$ cat src/rtl/axi_lite_regfile_slave.sv
// AXI4-Lite register-file slave: NUM_REGS byte-strobed RW registers, NUM_RO_REGS live
// status registers, SLVERR on illegal accesses, and a per-register write-commit pulse.
module axi_lite_regfile_slave #(
  parameter int unsigned AXI_DATA_WIDTH = 32,
  parameter int unsigned AXI_ADDR_WIDTH = 32,
  parameter int unsigned NUM_REGS       = 8,
  parameter int unsigned NUM_RO_REGS    = 2,
  parameter logic [AXI_DATA_WIDTH-1:0] RESET_VAL = '0
) (
  input  logic                                S_AXI_ACLK,
  input  logic                                S_AXI_ARESETN,
  input  logic [AXI_ADDR_WIDTH-1:0]           S_AXI_AWADDR,
  input  logic [2:0]                          S_AXI_AWPROT,
  input  logic                                S_AXI_AWVALID,
  output logic                                S_AXI_AWREADY,
  input  logic [AXI_DATA_WIDTH-1:0]           S_AXI_WDATA,
  input  logic [AXI_DATA_WIDTH/8-1:0]         S_AXI_WSTRB,
  input  logic                                S_AXI_WVALID,
  output logic                                S_AXI_WREADY,
  output logic [1:0]                          S_AXI_BRESP,
  output logic                                S_AXI_BVALID,
  input  logic                                S_AXI_BREADY,
  input  logic [AXI_ADDR_WIDTH-1:0]           S_AXI_ARADDR,
  input  logic [2:0]                          S_AXI_ARPROT,
  input  logic                                S_AXI_ARVALID,
  output logic                                S_AXI_ARREADY,
  output logic [AXI_DATA_WIDTH-1:0]           S_AXI_RDATA,
  output logic [1:0]                          S_AXI_RRESP,
  output logic                                S_AXI_RVALID,
  input  logic                                S_AXI_RREADY,
  output logic [NUM_REGS*AXI_DATA_WIDTH-1:0]  regs_o,
  output logic [NUM_REGS-1:0]                 wr_pulse_o,
  input  logic [((NUM_RO_REGS > 0) ? NUM_RO_REGS : 1)*AXI_DATA_WIDTH-1:0] ro_regs_i
);

  localparam int unsigned DW       = AXI_DATA_WIDTH;
  localparam int unsigned SW       = DW / 8;
  localparam int unsigned ADDR_LSB = $clog2(SW);
  localparam int unsigned IDX_W    = AXI_ADDR_WIDTH - ADDR_LSB;
  localparam logic [1:0]  RESP_OKAY   = 2'b00;
  localparam logic [1:0]  RESP_SLVERR = 2'b10;

  logic                 aw_held_q, aw_held_d;
  logic                 w_held_q, w_held_d;
  logic                 bvalid_q, bvalid_d;
  logic [1:0]           bresp_q, bresp_d;
  logic                 awready_q, awready_d;
  logic                 wready_q, wready_d;
  logic [IDX_W-1:0]     aw_idx_q, aw_idx_d;
  logic [DW-1:0]        wdata_q, wdata_d;
  logic [SW-1:0]        wstrb_q, wstrb_d;
  logic [NUM_REGS-1:0]  wr_pulse_q, wr_pulse_d;
  logic                 reg_we;

  logic                 rvalid_q, rvalid_d;
  logic                 arready_q, arready_d;
  logic [DW-1:0]        rdata_q, rdata_d;
  logic [1:0]           rresp_q, rresp_d;
  logic [DW-1:0]        rd_word;
  logic                 rd_err;

  logic [DW-1:0]        regs_q [NUM_REGS];

  logic aw_hs, w_hs, b_hs, ar_hs, r_hs, commit;
  logic [IDX_W-1:0] ar_idx;

  assign aw_hs  = S_AXI_AWVALID & awready_q;
  assign w_hs   = S_AXI_WVALID & wready_q;
  assign b_hs   = bvalid_q & S_AXI_BREADY;
  assign ar_hs  = S_AXI_ARVALID & arready_q;
  assign r_hs   = rvalid_q & S_AXI_RREADY;
  assign commit = aw_held_q & w_held_q & ~bvalid_q;
  assign ar_idx = S_AXI_ARADDR[AXI_ADDR_WIDTH-1:ADDR_LSB];

  // Write channel: independent AW/W holding slots, commit once both are held.
  always_comb begin : wr_next
    aw_held_d  = aw_held_q;
    w_held_d   = w_held_q;
    bvalid_d   = bvalid_q;
    bresp_d    = bresp_q;
    aw_idx_d   = aw_idx_q;
    wdata_d    = wdata_q;
    wstrb_d    = wstrb_q;
    wr_pulse_d = '0;
    reg_we     = 1'b0;
    if (aw_hs) begin
      aw_held_d = 1'b1;
      aw_idx_d  = S_AXI_AWADDR[AXI_ADDR_WIDTH-1:ADDR_LSB];
    end
    if (w_hs) begin
      w_held_d = 1'b1;
      wdata_d  = S_AXI_WDATA;
      wstrb_d  = S_AXI_WSTRB;
    end
    if (b_hs) bvalid_d = 1'b0;
    if (commit) begin
      aw_held_d = 1'b0;
      w_held_d  = 1'b0;
      bvalid_d  = 1'b1;
      if (aw_idx_q < IDX_W'(NUM_REGS)) begin
        reg_we  = 1'b1;
        bresp_d = RESP_OKAY;
        for (int unsigned k = 0; k < NUM_REGS; k++) begin
          wr_pulse_d[k] = (aw_idx_q == IDX_W'(k));
        end
      end else begin
        bresp_d = RESP_SLVERR;
      end
    end
    awready_d = ~aw_held_d & ~bvalid_d;
    wready_d  = ~w_held_d & ~bvalid_d;
  end

  // Read channel: decode on the full index so stray upper address bits are out of range.
  always_comb begin : rd_next
    rd_word = '0;
    rd_err  = 1'b1;
    for (int unsigned k = 0; k < NUM_REGS; k++) begin
      if (ar_idx == IDX_W'(k)) begin
        rd_word = regs_q[k];
        rd_err  = 1'b0;
      end
    end
    for (int unsigned k = 0; k < NUM_RO_REGS; k++) begin
      if (ar_idx == IDX_W'(NUM_REGS + k)) begin
        rd_word = ro_regs_i[k*DW +: DW];
        rd_err  = 1'b0;
      end
    end
    rvalid_d = rvalid_q;
    rdata_d  = rdata_q;
    rresp_d  = rresp_q;
    if (r_hs) rvalid_d = 1'b0;
    if (ar_hs) begin
      rvalid_d = 1'b1;
      rdata_d  = rd_word;
      rresp_d  = rd_err ? RESP_SLVERR : RESP_OKAY;
    end
    arready_d = ~rvalid_d;
  end

  always_ff @(posedge S_AXI_ACLK) begin : ctrl_q
    if (!S_AXI_ARESETN) begin
      aw_held_q  <= 1'b0;
      w_held_q   <= 1'b0;
      bvalid_q   <= 1'b0;
      bresp_q    <= RESP_OKAY;
      awready_q  <= 1'b0;
      wready_q   <= 1'b0;
      aw_idx_q   <= '0;
      wdata_q    <= '0;
      wstrb_q    <= '0;
      wr_pulse_q <= '0;
      rvalid_q   <= 1'b0;
      arready_q  <= 1'b0;
      rdata_q    <= '0;
      rresp_q    <= RESP_OKAY;
    end else begin
      aw_held_q  <= aw_held_d;
      w_held_q   <= w_held_d;
      bvalid_q   <= bvalid_d;
      bresp_q    <= bresp_d;
      awready_q  <= awready_d;
      wready_q   <= wready_d;
      aw_idx_q   <= aw_idx_d;
      wdata_q    <= wdata_d;
      wstrb_q    <= wstrb_d;
      wr_pulse_q <= wr_pulse_d;
      rvalid_q   <= rvalid_d;
      arready_q  <= arready_d;
      rdata_q    <= rdata_d;
      rresp_q    <= rresp_d;
    end
  end

  // Register file with per-byte strobes.
  always_ff @(posedge S_AXI_ACLK) begin : regfile_q
    if (!S_AXI_ARESETN) begin
      for (int unsigned k = 0; k < NUM_REGS; k++) regs_q[k] <= RESET_VAL;
    end else if (reg_we) begin
      for (int unsigned k = 0; k < NUM_REGS; k++) begin
        if (aw_idx_q == IDX_W'(k)) begin
          for (int unsigned b = 0; b < SW; b++) begin
            if (wstrb_q[b]) regs_q[k][8*b +: 8] <= wdata_q[8*b +: 8];
          end
        end
      end
    end
  end

  always_comb begin : regs_pack
    regs_o = '0;
    for (int unsigned k = 0; k < NUM_REGS; k++) regs_o[k*DW +: DW] = regs_q[k];
  end

  assign S_AXI_AWREADY = awready_q;
  assign S_AXI_WREADY  = wready_q;
  assign S_AXI_BVALID  = bvalid_q;
  assign S_AXI_BRESP   = bresp_q;
  assign S_AXI_ARREADY = arready_q;
  assign S_AXI_RVALID  = rvalid_q;
  assign S_AXI_RDATA   = rdata_q;
  assign S_AXI_RRESP   = rresp_q;
  assign wr_pulse_o    = wr_pulse_q;

  logic unused_ok;
  assign unused_ok = &{1'b0, S_AXI_AWPROT, S_AXI_ARPROT,
                       S_AXI_AWADDR[ADDR_LSB-1:0], S_AXI_ARADDR[ADDR_LSB-1:0]};

endmodule
$ cat config.mk
export PLATFORM = sky130hd
export DESIGN_NAME = axi_lite_regfile_slave
export DESIGN_NICKNAME = d
export VERILOG_FILES = /design/src/rtl/axi_lite_regfile_slave.sv
export SDC_FILE = /design/constraint.sdc
export NUM_CORES = 1
export LEC_CHECK = 0
export ABC_AREA = 1
export CAP_MARGIN = 30
export CORE_MARGIN = 8
export CORE_UTILIZATION = 30
export CTS_BUF_LIST = sky130_fd_sc_hd__clkbuf_2 sky130_fd_sc_hd__clkbuf_4 sky130_fd_sc_hd__clkbuf_8
export CTS_CLUSTER_DIAMETER = 60
export DETAILED_ROUTE_END_ITERATION = 12
export GPL_ROUTABILITY_DRIVEN = 0
export PLACE_DENSITY = 0.64
export REMOVE_ABC_BUFFERS = 1
export SLEW_MARGIN = 20
export SYNTH_ARGS = -nofsm -noshare
export SYNTH_HDL_FRONTEND = slang
export SYNTH_SLANG_ARGS = --single-unit
$ cat constraint.sdc
create_clock -name S_AXI_ACLK -period 2.35 [get_ports S_AXI_ACLK]
set_input_delay 0.47 -clock S_AXI_ACLK [delete_from_list [all_inputs] [get_ports S_AXI_ACLK]]
set_output_delay 0.47 -clock S_AXI_ACLK [all_outputs]
set_load 0.02 [all_outputs]
==> qor.txt <==
Layout cell share with drive strength beyond 1: 14.9%
Cells after DPL: 3094
Final net count: 2653
RSZ-0062 raised after global routing: yes
Total global routing track utilization: 22.1%
Vias: 15.8k
Relative slew slack: 50.8%
Leak pwr: 10.1 nW
Number of H-tree levels: 3
Initial antenna violation count: 4
Yosys cell types: 32
Worst Path Max Fanout: 8
F_max: 429 MHz
PwrDens: 638 nW/um2
Worst VDD drop: 0.386 mV
DR WL/cell: 22.1 um
Largest net degree at the start of global routing: 90
Clock transition at path regs: 0.06 ns
Syn Inst Count: 1850
Flop and latch count out of synthesis: 371
CTS tree: done
# port buffers: 469
Pins over their slew limit: 0
Kind of critical path: register to register
Final Hold Vio Count: 0
Die width: 250 um
HPWL Detailed: 56400 um
Worst slew pin tran: 0.736 ns
DRC Markers: 0
First-pass GRT wire length: 103000 um
Worst Path Required: 2.69 ns
Post-Syn Area: 16400 um2
Critical Path Start Type: register
Mean Syn Cell Area: 8.87 um2
Vias in the first global route: 16.0k
Setup TNS: 0 ns
Hold WC Path Type: input pin to register
CP endpoint kind: register
CTS Root Cell: clkbuf_8
FP Rows: 85
Outcome: finished, final reports clean
Clk sinks: 371
CP arrival: 2.66 ns
Starting density of the core: 30.4%
Post-detailed-route count of antenna-violating nets: 0
WL final: 71500 um
Min cycle time layout: 2.33 ns
# setup viols final: 0
IO Pins: 482
P&R area growth vs syn: 52.7%
Max Cap Violations: 0
CTS Buffer Depth: 3
GRT overflow: 0
DR iter-0 viols: 1417
Sequential area share after synthesis: 60.9%
Fin cells: 3229
Final Cycle Share: 99.1%
CTS Hold Buffers Added: 0
Pre-antenna DRT Iters: 6
Die Ht: 250 um
CTS buffer count: 70
Ys Warns: 0
Core ar.: 53900 um2
Die area: 62400 um2
Pwr Total: 0.0160 W
Via/cell ratio: 4.90
Final Skew: 0.0357 ns
Clk Latency, worst-skew pair: 0.64 ns
Min Hold Slack: 0.170 ns
==> path summary, 6_finish.rpt <==
kind | startpoint | to | slack [ns] | depth (start not counted)
worst min register to register | S_AXI_RDATA[8] | S_AXI_RDATA[8] | 0.46 | 2
worst max register to register | aw_idx_q[22] | regs_q[0][66] | 0.02 | 11
worst min-delay path | S_AXI_ARESETN | S_AXI_BRESP[1] | 0.17 | 3
worst max-delay path | aw_idx_q[22] | regs_q[0][66] | 0.02 | 11
==> cell usage after synthesis, drive strengths merged <==
master	number	area share [%]
buf	18	0.49
nand3	125	3.8
nor4	13	0.81
nor2	477	11
edfxtp	256	47
nand2	339	8.6
nand4	60	2.3
nor3	11	0.43
inv	180	4.1
or3	1	0.069
o21ai	120	3.7
a21oi	37	1.1
dfxtp	115	14
and2	1	0.038
a211oi	11	0.50
clkbuf	71	1.6
or2	2	0.076
o22ai	11	0.42
conb	1	0.023
nor3b	1	0.046
==> sequential cells by signal, summed over array words and instances, names as in the netlist, 4 cells and up <==
signal / flops
wdata_q: 32
aw_idx_q: 30
regs_q: 256
S_AXI_RDATA: 32
wr_pulse_o: 8
wstrb_q: 4
==> power by group <==
group,switching [W],internal [W]
Sequential,0.000217,0.00727
Combinational,0.000948,0.000795
Clock,0.00278,0.00398
Total,0.00394,0.0120
==> final cells by class <==
class	instances	area, um2
flip-flops and latches	371	9990
repair buffers	642	6410
diodes	2	5.00
well taps	696	871
inverters	180	683
multi-input cells	1211	5560
clock inverters	17	176
clock buffers	110	1350
fillers	5077	28900
==> critical path, cell delays in order, from the launching register on <==
cell	delay, ns
dfxtp_2	0.33
nor4_4	0.30
nand3_2	0.14
nor3_4	0.22
buf_6	0.16
nand2_8	0.07
nor4_4	0.21
buf_4	0.18
buf_8	0.14
nand2_4	0.05
nand2_2	0.08
buf_12	0.12
==> metrics by stage <==
| step | instance area [um2] | setup slack, ns | utilization [%] |
|---|---|---|---|
| floorplan | 16100 | -1.26 | - |
| global placement | 23300 | -0.500 | 43.2 |
| detailed placement | 23300 | -0.528 | 43.2 |
| CTS | 25000 | -0.00129 | 46.3 |
| global route | 25000 | -0.0298 | 46.4 |
| finish | 25000 | 0.0215 | 46.5 |
==> cells by family (layout without fill, tap and decap cells) <==
logic type | after synthesis | count (layout) | synth area share (%)
buffers and inverters | 269 | 949 | 6.23
flip-flops | 371 | 371 | 60.9
AND/OR/NAND/NOR | 1030 | 1030 | 27.1
other | 1 | 4 | 0.0229
AO/OA/AOI/OAI | 179 | 179 | 5.71
==> per-layer routing <==
metal	up-vias	global-route usage, %	part of all wire, %
met1	7455	26.8	40
met5	-	0	0.038
met2	868	35.5	46
met3	145	7.43	11
li1	7360	-	-
met4	4	9.65	3.8
==> cell usage in the layout (no fill, tap or decap), types with 6 or more instances in the layout <==
cell	netlist	layout
o21ai_1	8	13
nor4_1	9	6
nor3_1	9	6
buf_6	0	9
buf_12	0	29
a211oi_1	11	11
o21ai_0	112	106
clkinv_1	0	6
edfxtp_1	256	256
nand2_2	14	30
nor2_2	2	8
inv_1	174	174
nor2_1	474	468
nand3_1	125	123
dfxtp_1	115	113
o22ai_1	11	11
clkdlybuf4s50_1	0	459
clkbuf_4	0	27
buf_4	2	133
nand2_4	13	17
nand2_1	312	291
nand4_1	60	60
clkbuf_8	0	83
a21oi_1	37	37
==> repair_timing <==
action | in CTS | in global routing
gates resized for setup | 38 | 32
pin swaps | 4 | 7
endpoints found under the setup margin | 255 | 383
buffers inserted | 6 | 2
Power figures use the tool's default switching activity.
